--- src/rtl/hack_control_if.sv ---
// Bus between the Hack control unit and its surroundings: instruction fetch,
// data memory and the ALU operand/result lines.
interface hack_control_if #(
  parameter int unsigned WIDTH = 16,
  parameter int unsigned AW    = 15
);
  logic [WIDTH-1:0] instruction;
  logic             instr_valid;
  logic             fetch;
  logic [AW-1:0]    pc;
  logic [WIDTH-1:0] inM;
  logic             mem_ready;
  logic [AW-1:0]    addressM;
  logic [WIDTH-1:0] outM;
  logic             writeM;
  logic [WIDTH-1:0] alu_x;
  logic [WIDTH-1:0] alu_y;
  logic [5:0]       alu_ctl;
  logic [WIDTH-1:0] alu_out;
  logic             alu_zr;
  logic             alu_ng;

  modport master (
    input  instruction, instr_valid, inM, mem_ready, alu_out, alu_zr, alu_ng,
    output fetch, pc, addressM, outM, writeM, alu_x, alu_y, alu_ctl
  );

  modport slave (
    output instruction, instr_valid, inM, mem_ready, alu_out, alu_zr, alu_ng,
    input  fetch, pc, addressM, outM, writeM, alu_x, alu_y, alu_ctl
  );
endinterface

--- src/rtl/hack_control.sv ---
// Hack CPU sequencer/decoder: fetches instructions, holds A/D/PC, drives the
// external ALU and resolves register writes, memory writes and jumps.
module hack_control #(
  parameter int unsigned WIDTH = 16,
  parameter int unsigned AW    = 15
) (
  input logic            clk,
  input logic            rst_n,
  hack_control_if.master bus
);

  typedef enum logic [1:0] {StFetch, StExec, StMemwr} state_e;

  state_e           state_q, state_d;
  logic [WIDTH-1:0] a_q, a_d;
  logic [WIDTH-1:0] d_q, d_d;
  logic [WIDTH-1:0] ir_q, ir_d;
  logic [WIDTH-1:0] outm_q, outm_d;
  logic [AW-1:0]    pc_q, pc_d;
  logic [AW-1:0]    addr_q, addr_d;
  logic             writem_q, writem_d;
  logic             taken;
  logic             unused_ir;

  // Bits 14:13 of a C-instruction carry no meaning.
  assign unused_ir = ^ir_q[14:13];

  assign taken = (ir_q[2] & bus.alu_ng) | (ir_q[1] & bus.alu_zr) |
                 (ir_q[0] & ~bus.alu_ng & ~bus.alu_zr);

  always_comb begin
    bus.fetch    = (state_q == StFetch);
    bus.pc       = pc_q;
    bus.outM     = outm_q;
    bus.writeM   = writem_q;
    bus.alu_x    = d_q;
    bus.alu_y    = ir_q[12] ? bus.inM : a_q;
    bus.alu_ctl  = ir_q[11:6];
    bus.addressM = (state_q == StMemwr) ? addr_q : a_q[AW-1:0];
  end

  always_comb begin
    state_d  = state_q;
    a_d      = a_q;
    d_d      = d_q;
    ir_d     = ir_q;
    outm_d   = outm_q;
    pc_d     = pc_q;
    addr_d   = addr_q;
    writem_d = writem_q;
    unique case (state_q)
      StFetch: begin
        if (bus.instr_valid) begin
          ir_d    = bus.instruction;
          state_d = StExec;
        end
      end
      StExec: begin
        state_d = StFetch;
        if (!ir_q[WIDTH-1]) begin
          a_d  = ir_q;
          pc_d = pc_q + AW'(1);
        end else begin
          if (ir_q[5]) a_d = bus.alu_out;
          if (ir_q[4]) d_d = bus.alu_out;
          // Jump target and write address use A as it was before this edge.
          pc_d = taken ? a_q[AW-1:0] : pc_q + AW'(1);
          if (ir_q[3]) begin
            outm_d   = bus.alu_out;
            addr_d   = a_q[AW-1:0];
            writem_d = 1'b1;
            state_d  = StMemwr;
          end
        end
      end
      StMemwr: begin
        if (bus.mem_ready) begin
          writem_d = 1'b0;
          state_d  = StFetch;
        end
      end
      default: state_d = StFetch;
    endcase
  end

  always_ff @(posedge clk or negedge rst_n) begin
    if (!rst_n) begin
      state_q  <= StFetch;
      a_q      <= '0;
      d_q      <= '0;
      ir_q     <= '0;
      outm_q   <= '0;
      pc_q     <= '0;
      addr_q   <= '0;
      writem_q <= 1'b0;
    end else begin
      state_q  <= state_d;
      a_q      <= a_d;
      d_q      <= d_d;
      ir_q     <= ir_d;
      outm_q   <= outm_d;
      pc_q     <= pc_d;
      addr_q   <= addr_d;
      writem_q <= writem_d;
    end
  end

endmodule

--- src/flat_wrapper.sv ---
// flat-port wrapper written by rule: the top's interface ports become plain ports
module hack_control_flat 
#(
  parameter int unsigned WIDTH = 16,
  parameter int unsigned AW    = 15
)
  (clk, rst_n, bus_instruction, bus_instr_valid, bus_inM, bus_mem_ready, bus_alu_out, bus_alu_zr, bus_alu_ng, bus_fetch, bus_pc, bus_addressM, bus_outM, bus_writeM, bus_alu_x, bus_alu_y, bus_alu_ctl);
  hack_control_if #(.WIDTH(WIDTH), .AW(AW)) bus_i ();
  input logic clk;
  input logic rst_n;
  input wire logic [$bits(bus_i.instruction)-1:0] bus_instruction;
  input wire logic [$bits(bus_i.instr_valid)-1:0] bus_instr_valid;
  input wire logic [$bits(bus_i.inM)-1:0] bus_inM;
  input wire logic [$bits(bus_i.mem_ready)-1:0] bus_mem_ready;
  input wire logic [$bits(bus_i.alu_out)-1:0] bus_alu_out;
  input wire logic [$bits(bus_i.alu_zr)-1:0] bus_alu_zr;
  input wire logic [$bits(bus_i.alu_ng)-1:0] bus_alu_ng;
  output wire logic [$bits(bus_i.fetch)-1:0] bus_fetch;
  output wire logic [$bits(bus_i.pc)-1:0] bus_pc;
  output wire logic [$bits(bus_i.addressM)-1:0] bus_addressM;
  output wire logic [$bits(bus_i.outM)-1:0] bus_outM;
  output wire logic [$bits(bus_i.writeM)-1:0] bus_writeM;
  output wire logic [$bits(bus_i.alu_x)-1:0] bus_alu_x;
  output wire logic [$bits(bus_i.alu_y)-1:0] bus_alu_y;
  output wire logic [$bits(bus_i.alu_ctl)-1:0] bus_alu_ctl;
  assign bus_i.instruction = bus_instruction;
  assign bus_i.instr_valid = bus_instr_valid;
  assign bus_i.inM = bus_inM;
  assign bus_i.mem_ready = bus_mem_ready;
  assign bus_i.alu_out = bus_alu_out;
  assign bus_i.alu_zr = bus_alu_zr;
  assign bus_i.alu_ng = bus_alu_ng;
  assign bus_fetch = bus_i.fetch;
  assign bus_pc = bus_i.pc;
  assign bus_addressM = bus_i.addressM;
  assign bus_outM = bus_i.outM;
  assign bus_writeM = bus_i.writeM;
  assign bus_alu_x = bus_i.alu_x;
  assign bus_alu_y = bus_i.alu_y;
  assign bus_alu_ctl = bus_i.alu_ctl;
  hack_control #(.WIDTH(WIDTH), .AW(AW)) u_core (.clk(clk), .rst_n(rst_n), .bus(bus_i));
endmodule
--- config.mk ---
export PLATFORM = sky130hd
export DESIGN_NAME = hack_control_flat
export DESIGN_NICKNAME = d
export VERILOG_FILES = /design/src/rtl/hack_control_if.sv /design/src/rtl/hack_control.sv /design/src/flat_wrapper.sv
export SDC_FILE = /design/constraint.sdc
export NUM_CORES = 1
export LEC_CHECK = 0
export ABC_AREA = 1
export BUFFER_PORTS_ARGS = -buffer_cell sky130_fd_sc_hd__buf_2
export CAP_MARGIN = 20
export CORE_AREA = 5 5 110 112
export DETAILED_ROUTE_END_ITERATION = 8
export DIE_AREA = 0 0 115 117
export PLACE_DENSITY = 0.7
export SYNTH_ARGS = -nofsm -noshare
export SYNTH_HDL_FRONTEND = slang
export SYNTH_SLANG_ARGS = --single-unit
export TNS_END_PERCENT = 5
--- constraint.sdc ---
create_clock -name clk -period 4.2 [get_ports clk]
set_clock_uncertainty 0.2 [all_clocks]
set_input_delay 0.21 -clock clk [delete_from_list [all_inputs] [get_ports clk]]
set_output_delay 0.21 -clock clk [all_outputs]
set_load 0.005 [all_outputs]
## Yosys cells after proc, flatten, opt, wreduce, memory -nomap -nowiden

Cells that the tools add are included.

- Add/sub/neg operators: 1
- Eq/ne operators: 7
- Multiplexer cells: 15
- Reductions and logical operators: 8
- Bitwise operators: 8

Operators with widths:

| operator | number |
|---|---|
| 16-bit two-way mux | 3 |
| 15-bit two-way mux | 3 |
| 15-bit by 1-bit adder with 15-bit output, second input constant | 1 |
| 2-bit two-way mux | 4 |
| 2-bit inequality test, second input constant | 3 |
| 2-bit case mux with 3 select lines | 1 |
| 2-bit AND reduction | 3 |
| 3-bit AND reduction | 2 |
| 1-bit AND | 4 |
| 2-bit by 1-bit inequality test with 1-bit output, second input constant | 2 |
| 4-bit AND reduction | 1 |
| 1-bit two-way mux | 3 |
| 2-bit by 1-bit equality test with 1-bit output, second input constant | 1 |
| 2-bit equality test, second input constant | 1 |
| 2-bit zero test | 1 |
| 1-bit inverter | 2 |
| 1-bit bitwise OR | 2 |
| 1-bit case mux with 2 select lines | 1 |
| 2-bit nonzero test | 1 |

- Input port bits: 54
- Register bits: 97

## Depth between registers and ports, before layout

Gate-level depths: netlist of run 1.

- Word-level depth: 6
- Depth in mapped cells: 10

## Worst setup path after synthesis of run 1

No wires, ideal clock.

- Path kind: flip-flop to flip-flop
- From: reg u_core.state_q[1]
- To: reg u_core.addr_q[10]
- Period minus slack after synthesis: 1551 ps
- Cell stages (with the launch flop): 8
- Data required time: 3880 ps
- Library setup time: 120 ps
- Buffers on the path: 2
- Arrival: 1231 ps
- Slack: 2649 ps
- Cell sequence: dfrtp_1 > or2_1 > buf_6 > inv_8 > nand3_4 > buf_6 > nand2_1 > o21ai_2

- Longest elaborated chain between the ends: 2

RTL lines:

| element | RTL line | RTL |
|---|---|---|
| start, declared | hack_control.sv:14 | `state_e state_q, state_d;` |
| start signal, assigned | hack_control.sv:88 | `state_q <= StFetch;` |
| start signal, assigned | hack_control.sv:97 | `state_q <= state_d;` |
| 2-bit by 1-bit equality test with 1-bit output | hack_control.sv:51 | `unique case (state_q)` |
| 3-bit AND reduction (no source line) | n/a |  |
| end signal, assigned | hack_control.sv:103 | `addr_q <= addr_d;` |
| end, declared | hack_control.sv:20 | `logic [AW-1:0] addr_q, addr_d;` |

No other way between the ends.
A chain may end at the register's enable or synchronous reset.

## Final worst setup path of run 1

- From: reg u_core.state_q[1]
- To: reg u_core.outm_q[14] (netlist: u_core.bus.outM[14])

- Longest elaborated chain between the ends: 2

RTL lines:

| element | RTL line | RTL |
|---|---|---|
| 2-bit by 1-bit equality test with 1-bit output | hack_control.sv:51 |  |
| 3-bit AND reduction (no source line) | n/a |  |
| end signal, assigned | hack_control.sv:101 | `outm_q <= outm_d;` |
| end, declared | hack_control.sv:18 | `logic [WIDTH-1:0] outm_q, outm_d;` |

No other way between the ends.

==> reports/qor.yml, run 1 <==
run_status:
  outcome: "completed"
logic_synthesis:
  netlist_area_um2: 4811
  post_synth_and_or_nand_nor_area_fraction_pct: 24.03
  ys_types: 27
  syn_nets: 642
  synth.yosys.seq_area_share_pct: 50.46
  ys_seq_elements: 97
  yosysWarnings: 0
  synthAdderAreaFrac_pct: 0.2601
  synth_compound_area_share_pct: 15.34
  synthCells: 587
  avgSynthCellArea_um2: 8.196
  synthMuxAreaShare_pct: 0
  synth_top_family_by_area: "simple AND/OR/NAND/NOR gates"
  yosys.area_share.xor_xnor_pct: 0.7282
routing:
  drt-initial-drc-count: 316
  routed-via-count: 4434
  ant_nets: 0
  drcViolationCount: 0
  wl_per_cell_um: 15.04
  wl_um: 13280
  drt-vias-per-instance: 5.022
  dr.pass1.iters: 5
floorplan:
  dieHeight_um: 117
  fp.coreArea_um2: 11130
  rows: 39
  die_area_um2: 13460
  start_util_pct: 43.24
  die_w_um: 115
  pin_count: 140
timing:
  hold_ws_ns: 0.002067
  fin_tns_setup_ns: 0
  finalSetupViolations: 0
  finalHoldViolCount: 0
  slew_headroom_pct: 31.48
  tightest_slew_ns: 1.025
  rsz0062_at_grt: "false"
  drv_slew: 0
  max_freq_mhz: 391.1
  timing.final.crit_share_pct: 60.87
  finalCriticalPeriod_ns: 2.557
clock_network:
  cts_buffers: 9
  clock_path_buffers: 2
  cts_tree: "built"
  clkSlewWorstSetupHoldPaths_ns: 0.07
  post_cts_buffers: 0
  clock_latency_ns: 0.34
  cts_sinks: 97
  cts_root_buf: "clkbuf_16"
  cts_max_level: 3
final_layout:
  instances_no_fill: 883
  fin_nets: 789
  syn2layout_area_growth_pct: 26.92
  fillers: 1045
  mostFrequentLayoutCells: "nand2_1, buf_2, dfrtp_1"
  drive_gt1_share_pct: 26.12
  final_common_cell: "nand2_1"
global_route:
  grt_pass1_vias: 4301
  grt_pass1_wl_um: 21410
  grt_usage_pct: 20.19
  overflow: 0
  antenna_found_initial: 0
  grt_max_degree: 66
run:
  maxCapViolCount: 0
critical_path:
  cp.buffers_inverters: 1
  cp-start-kind: "register"
  setup.worst_path.end_class: "register"
  crit_fanout: 64
  worstPathCellList: "or2_1 > inv_8 > nand3_4 > nand2_1 > o21ai_2"
  slowest_delay_ns: 0.63
  crit_required_ns: 4.20
  slowest_stage: "nand3_4"
  critPathTopFamily: "simple AND/OR/NAND/NOR gates"
  crit_type: "reg2reg"
  cp.arrival_ns: 2.56
place:
  gp_congestion: 0.8455
  dp_cells: 834
  dp_hpwl_um: 9315
  portBuffers: 139
power_and_ir_drop:
  irDropWorstVdd_mv: 0.2772
  cellLeakagePower_nw: 3.192
  p_per_area_nw_per_um2: 665.6
  p_total_mw: 4.064
min_path:
  min_path_type: "in2reg"
[path summary, 6_finish.rpt]
check                           cells after the start              endpoint           startpoint  slack (ns)
worst max-delay path                                5   u_core.bus.outM[14]    u_core.state_q[1]        1.64
worst min-delay path                                3    u_core.bus.outM[2]       bus_alu_out[2]       0.002
worst max register to register                      5   u_core.bus.outM[14]    u_core.state_q[1]        1.64
worst min register to register                      2   u_core.bus.alu_x[2]  u_core.bus.alu_x[2]        0.28
max in group asynchronous                           3      u_core.bus.pc[4]                rst_n        2.56
min in group asynchronous                           2  u_core.bus.alu_x[13]                rst_n        0.30
[state kept, by name, indices dropped and copies added (netlist names)]
name               count
u_core.a_q            16
u_core.bus.pc         15
u_core.bus.outM       16
u_core.ir_q           16
u_core.bus.alu_x      16
u_core.addr_q         15
u_core.state_q         2
u_core.bus.writeM      1
[routing by layer]
layer | part of all wire (%) | wire length (µm) | up-vias | global-route usage (%)
met1 | 43 | 5686 | 2105 | 26.62
met3 | 6.2 | 817 | 17 | 3.702
met4 | 1.7 | 224 | 0 | 6.338
li1 | - | - | 2179 | -
met2 | 49 | 6551 | 133 | 34.03
met5 | 0 | 0 | - | 0
[cell usage after synthesis (all sizes together)]
library cell  number  share of area [%]
nand3b             1               0.16
clkbuf            10               0.81
nand2            202                 16
dfrtp             97                 50
buf               26                4.1
clkinv             1              0.078
nand3             44                5.1
xor2               1               0.18
nand4              4               0.52
inv               52                4.2
xnor2              3               0.55
o21ai             85                 11
nor2              29                2.3
or2                1               0.13
o211ai            14                2.2
a21oi             16                1.9
ha                 1               0.26
[area by class of cell]
type,instances,area [µm²],area share (%)
repair buffers,172,1026,16.80
flip-flops and latches,97,2429,39.77
inverters,53,206.4,3.381
multi-input cells,401,1942,31.80
clock inverters,5,78.83,1.291
diodes,1,2.502,0.04098
well taps,143,178.9,2.930
clock buffers,11,242.7,3.975
[kinds of logic (layout without fill, tap and decap cells)]
family          count (synthesis)  after routing
fa+ha+maj                       1              1
flops                          97             97
buf+inv                        89            241
compound gates                115            115
xor+xnor                        4              4
simple gates                  281            281
other cells                     0              1
[report_power, final]
part	switching [mW]	internal (mW)	total [mW]
registers	0.343	1.35	1.69
logic	0.856	0.640	1.50
clock network	0.341	0.537	0.879
[tightest hold or removal path: stages]
cell     delay [ns]
buf_2          0.08
inv_1          0.08
o21ai_2        0.14
[timing repair]
item                                   in CTS  in global routing
resized for setup                           0                  0
endpoints found under the hold margin     105                  0
hold buffers                               32                  0
[stage by stage]
step | worst slack [ns] | utilization [%] | area [µm²]
2_1_floorplan | 2.649 | - | 4811
3_3_place_gp | 1.749 | 49.09 | 5461
3_5_place_dp | 1.673 | 49.09 | 5461
4_1_cts | 1.650 | 54.86 | 6103
5_1_grt | 1.421 | 54.86 | 6103
6_report | 1.643 | 54.88 | 6106
Note: power is estimated with default switching activity, not from simulation.
==> run 2, diff against run 1 <==
clock period = 2.6 ns   (was 4.2 ns; I/O delays follow)
==> reports/qor.yml, run 2 (synthesis gave the netlist of run 1 again) <==
clock_network:
  clkSlewWorstSetupHoldPaths_ns: 0.07
  clock_latency_ns: 0.34
  cts_buffers: 9
  postCtsHoldBufs: 34
  post_cts_buffers: 0
  cts_root_buf: "clkbuf_16"
  clock_path_buffers: 2
  post_cts_resized: 0
  cts_sinks: 97
  cts_max_level: 3
  cts_tree: "built"
place:
  portBuffers: 139
  pre_cts_ws_ns: 0.5062
  placed_area_um2: 5524
  dp_hpwl_um: 9609
  gp_congestion: 0.8508
critical_path:
  crit_type: "reg2out"
  r2r_cells: 5
  crit_start: "u_core.state_q[1]"
  cp-endpoint: "bus_addressM[5]"
  critPathTopFamily: "simple AND/OR/NAND/NOR gates"
  crit_required_ns: 2.27
  r2r_start: "u_core.state_q[1]"
  slowest_stage: "nand2_1"
  setup.worst_path.end_class: "primary output"
  cp.arrival_ns: 1.84
  timing.rr.end: "u_core.a_q[1]"
  crit_fanout: 18
  cp.depth: 5
  reg2reg_slack_ns: 0.46
  slowest_delay_ns: 0.43
  cp-start-kind: "register"
  worstPathCellList: "nand2_1 > buf_4 > nor2_1 > a21oi_1 > buf_2"
  cp.buffers_inverters: 2
routing:
  dr.pass1.iters: 5
  wl_um: 13680
  drcViolationCount: 0
  drt-vias-per-instance: 5.027
  routed-via-count: 4469
  drt-initial-drc-count: 306
  ant_nets: 0
  wl_per_cell_um: 15.39
floorplan:
  die_w_um: 115
  start_util_pct: 43.24
  die_area_um2: 13460
  pin_count: 140
  dieHeight_um: 117
  fp.coreArea_um2: 11130
  rows: 39
timing:
  rsz0062_at_grt: "false"
  slew_headroom_pct: 39.93
  drv_slew: 0
  timing.final.crit_share_pct: 83.55
  fin_tns_setup_ns: 0
  setup_slack_ns: 0.4276
  max_freq_mhz: 460.3
  finalHoldViolCount: 0
  tightest_slew_ns: 0.9011
  finalCriticalPeriod_ns: 2.172
  finalSetupViolations: 0
power_and_ir_drop:
  p_total_mw: 6.606
  p_per_area_nw_per_um2: 1069
  cellLeakagePower_nw: 3.224
  irDropWorstVdd_mv: 0.5201
final_layout:
  final_area_um2: 6178
  drive_gt1_share_pct: 26.41
  final_common_cell: "nand2_1"
  fin_nets: 796
  fin_util_pct: 55.53
  antennaDiodeCount: 0
  mostFrequentLayoutCells: "nand2_1, buf_2, dfrtp_1"
  syn2layout_area_growth_pct: 28.43
run_status:
  outcome: "completed"
global_route:
  grt_pass1_vias: 4411
  grt_usage_pct: 21.14
  grt_pass1_wl_um: 22310
  overflow: 0
  grt_max_degree: 51
  antenna_found_initial: 0
run:
  maxCapViolCount: 0
min_path:
  min_path_type: "in2reg"
-- run 2: cell types whose count changed in the layout (fill, tap and decap cells not counted) --
cell / previous run / this run
diode_2: 1 / 0
clkinvlp_4: 0 / 1
buf_12: 0 / 2
buf_4: 2 / 5
clkbuf_1: 1 / 2
clkbuf_8: 1 / 0
clkinv_2: 2 / 1
dlygate4sd3_1: 32 / 34
-- run 2: how the worst min path moves through the flow --
stage | startpoint | endpoint | slack [ns] | cells past startpoint
4_1_cts | bus_instr_valid | u_core.ir_q[10] | 0.05 | 5
2_1_floorplan | rst_n | u_core.a_q[0] | -0.37 | 0
5_1_grt | bus_instr_valid | u_core.ir_q[15] | 0.06 | 5
3_5_place_dp | rst_n | u_core.bus.alu_x[12] | 0.004 | 1
6_report | bus_instr_valid | u_core.ir_q[11] | 0.05 | 5
3_3_place_gp | rst_n | u_core.bus.alu_x[12] | -0.007 | 1
-- run 2: final cells by class --
| type | count | area (µm²) |
|---|---|---|
| sequential | 97 | 2429 |
| clock inverter | 5 | 81.33 |
| clock buffer | 11 | 232.7 |
| inverter | 53 | 206.4 |
| timing repair buffer | 179 | 1109 |
| tap | 143 | 178.9 |
| fill | 999 | 4947 |
| multi-input combinational | 401 | 1942 |
-- run 2: tightest hold or removal path: cells and delay by family --
| kind | cells | cell delay (ns) |
|---|---|---|
| buffers and inverters | 2 | 0.27 |
| and+or+nand+nor | 3 | 0.15 |
-- run 2: stage by stage --
step	cells	hold WS, ns
final	889	0.05342
after global routing	889	0.06297
after CTS	889	0.05150
after detailed placement	839	0.004086
after global placement	839	-0.006890
after floorplan	587	-0.3656
-- run 2: power by group --
group | leakage (nW) | switching [mW] | total [mW] | internal, mW
Combinational | 1.87 | 1.47 | 2.52 | 1.06
Clock | 0.150 | 0.561 | 1.41 | 0.844
Sequential | 1.20 | 0.504 | 2.68 | 2.17
Total | 3.22 | 2.53 | 6.61 | 4.07
-- run 2: per-layer routing --
metal / global-route usage, % / wire (µm) / vias to the layer above / part of all wire [%]
met5: 0 / 0 / - / 0
met4: 7.825 / 293 / 0 / 2.1
met3: 3.959 / 996 / 19 / 7.3
met2: 34.80 / 6640 / 159 / 49
met1: 28.01 / 5749 / 2100 / 42
li1: - / - / 2191 / -
==> run 3, diff against run 2 <==
PLACE_DENSITY = 0.72   (was 0.7)
clock period = 1.9 ns   (was 2.6 ns; I/O delays follow)
==> reports/qor.yml, run 3 (synthesis gave the netlist of run 1 again) <==
run_status:
  outcome: "completed"
min_path:
  min_path_type: "in2async"
floorplan:
  die_area_um2: 13460
  fp.coreArea_um2: 11130
  pin_count: 140
  start_util_pct: 43.24
  dieHeight_um: 117
  rows: 39
  die_w_um: 115
timing:
  slew_headroom_pct: 65.24
  finalSetupViolations: 0
  finalHoldViolCount: 0
  finalCriticalPeriod_ns: 1.783
  drv_slew: 0
  max_freq_mhz: 560.7
  timing.final.crit_share_pct: 93.87
  fin_tns_setup_ns: 0
  rsz0062_at_grt: "false"
  hold_ws_ns: 0.04015
  tightest_slew_ns: 0.5181
power_and_ir_drop:
  p_per_area_nw_per_um2: 1423
  irDropWorstVdd_mv: 0.6662
  power_frac_comb_pct: 38.9
  cellLeakagePower_nw: 3.273
  switching_share_pct: 38.58
  seq_power_share_pct: 41.4
  clock_power_share_pct: 19.7
  power.internal_mw: 5.470
  p_sw_mw: 3.437
routing:
  wl_per_cell_um: 15.09
  wl_um: 13570
  drcViolationCount: 0
  drt-initial-drc-count: 335
  dr.pass1.iters: 5
  routed-via-count: 4484
  ant_nets: 0
  drt-vias-per-instance: 4.988
global_route:
  grt_pass1_vias: 4422
  antenna_found_initial: 1
  grt_max_degree: 35
  overflow: 0
  grt_pass1_wl_um: 22010
  grt_usage_pct: 20.62
clock_network:
  cts_sinks: 97
  cts_root_buf: "clkbuf_16"
  cts_tree: "built"
  clkSlewWorstSetupHoldPaths_ns: 0.07
  cts_max_level: 3
  clock_latency_ns: 0.34
  cts_buffers: 9
  clock_path_buffers: 2
critical_path:
  cp.arrival_ns: 1.83
  crit_fanout: 21
  cp-start-kind: "register"
  crit_required_ns: 1.95
  crit_type: "reg2reg"
  setup.worst_path.end_class: "register"
  r2r_cells: 6
final_layout:
  fillers: 1001
  fin_nets: 805
  drive_gt1_share_pct: 27.81
  mostFrequentLayoutCells: "nand2_1, buf_2, dfrtp_1"
  syn2layout_area_growth_pct: 30.12
  seqCellArea_um2: 2430
  final_common_cell: "nand2_1"
  multi_input_comb_area_um2: 1944
run:
  maxCapViolCount: 0
place:
  gp_congestion: 0.8489
  portBuffers: 139
  dp_hpwl_um: 9628
-- run 3: cell types whose count changed in the layout (fill, tap and decap cells not counted) --
cell and delta:
clkbuf_1 -2, clkinv_2 +1, buf_4 +6, diode_2 +1, dfrtp_2 +1, bufinv_16 -2
nor2_1 -1, buf_12 +2, nor2_2 +1, clkbuf_8 +3, dfrtp_1 -1, buf_6 +1
-- run 3: repair_timing --
action / 4_1_cts / 5_1_grt
setup endpoints to repair: 16 / 2
setup buffers: 0 / 0
hold buffers: 34 / 0
endpoints found under the hold margin: 162 / 0
resized for setup: 1 / 2
-- run 3: routing by layer --
metal | share of wire [%] | track usage (%) | routed length (µm)
met4 | 2.3 | 6.103 | 316
met2 | 48 | 34.53 | 6578
met5 | 0 | 0 | 0
met1 | 43 | 27.51 | 5888
met3 | 5.8 | 3.805 | 781
-- run 3: power groups by stage --
| stage | registers (mW) | logic [mW] | clock network [mW] |
|---|---|---|---|
| 5_1_grt | 3.80 | 3.92 | 1.87 |
| 2_1_floorplan | 3.55 | 2.00 | 0 |
| 6_report | 3.69 | 3.47 | 1.75 |
| 3_5_place_dp | 3.68 | 3.44 | 0 |
| 4_1_cts | 3.67 | 3.50 | 1.77 |
| 3_3_place_gp | 3.65 | 3.32 | 0 |
-- run 3: worst paths after layout --
path / slack, ns / to / from
worst max-delay path: 0.12 / u_core.a_q[0] / u_core.state_q[1]
worst min-delay path: 0.04 / u_core.bus.outM[12] / rst_n
worst max register to register: 0.12 / u_core.a_q[0] / u_core.state_q[1]
worst min register to register: 0.28 / u_core.addr_q[1] / u_core.addr_q[1]
max in group asynchronous: 0.83 / u_core.ir_q[15] / rst_n
min in group clk: 0.07 / u_core.ir_q[11] / bus_instr_valid
-- run 3: per-stage QoR --
stage	power [mW]	worst slack, ns	cell area (µm²)	std cells	utilization [%]
3_3_place_gp	6.972	0.1573	5617	848	50.48
3_5_place_dp	7.119	0.09536	5617	848	50.48
4_1_cts	8.939	0.08189	6251	898	56.19
5_1_grt	9.597	0.009775	6260	899	56.26
6_report	8.907	0.1165	6260	899	56.26
2_1_floorplan	5.554	0.3493	4811	587	-
-- run 3: critical path: stages (launching register included) --
cell and delay, ns:
dfrtp_1 0.40, or2_1 0.31, buf_4 0.23, a21oi_4 0.15, buf_6 0.19, o211ai_1 0.11, o21ai_0 0.10
-- run 3: cell type report --
cell class	instances	share of cell area [%]
Timing Repair Buffer	188	19.25
Inverter	53	3.298
Antenna cell	1	0.03998
Sequential cell	97	38.82
Clock buffer	12	4.257
Clock inverter	4	0.4197
Tap cell	143	2.858
Multi-Input combinational cell	401	31.06
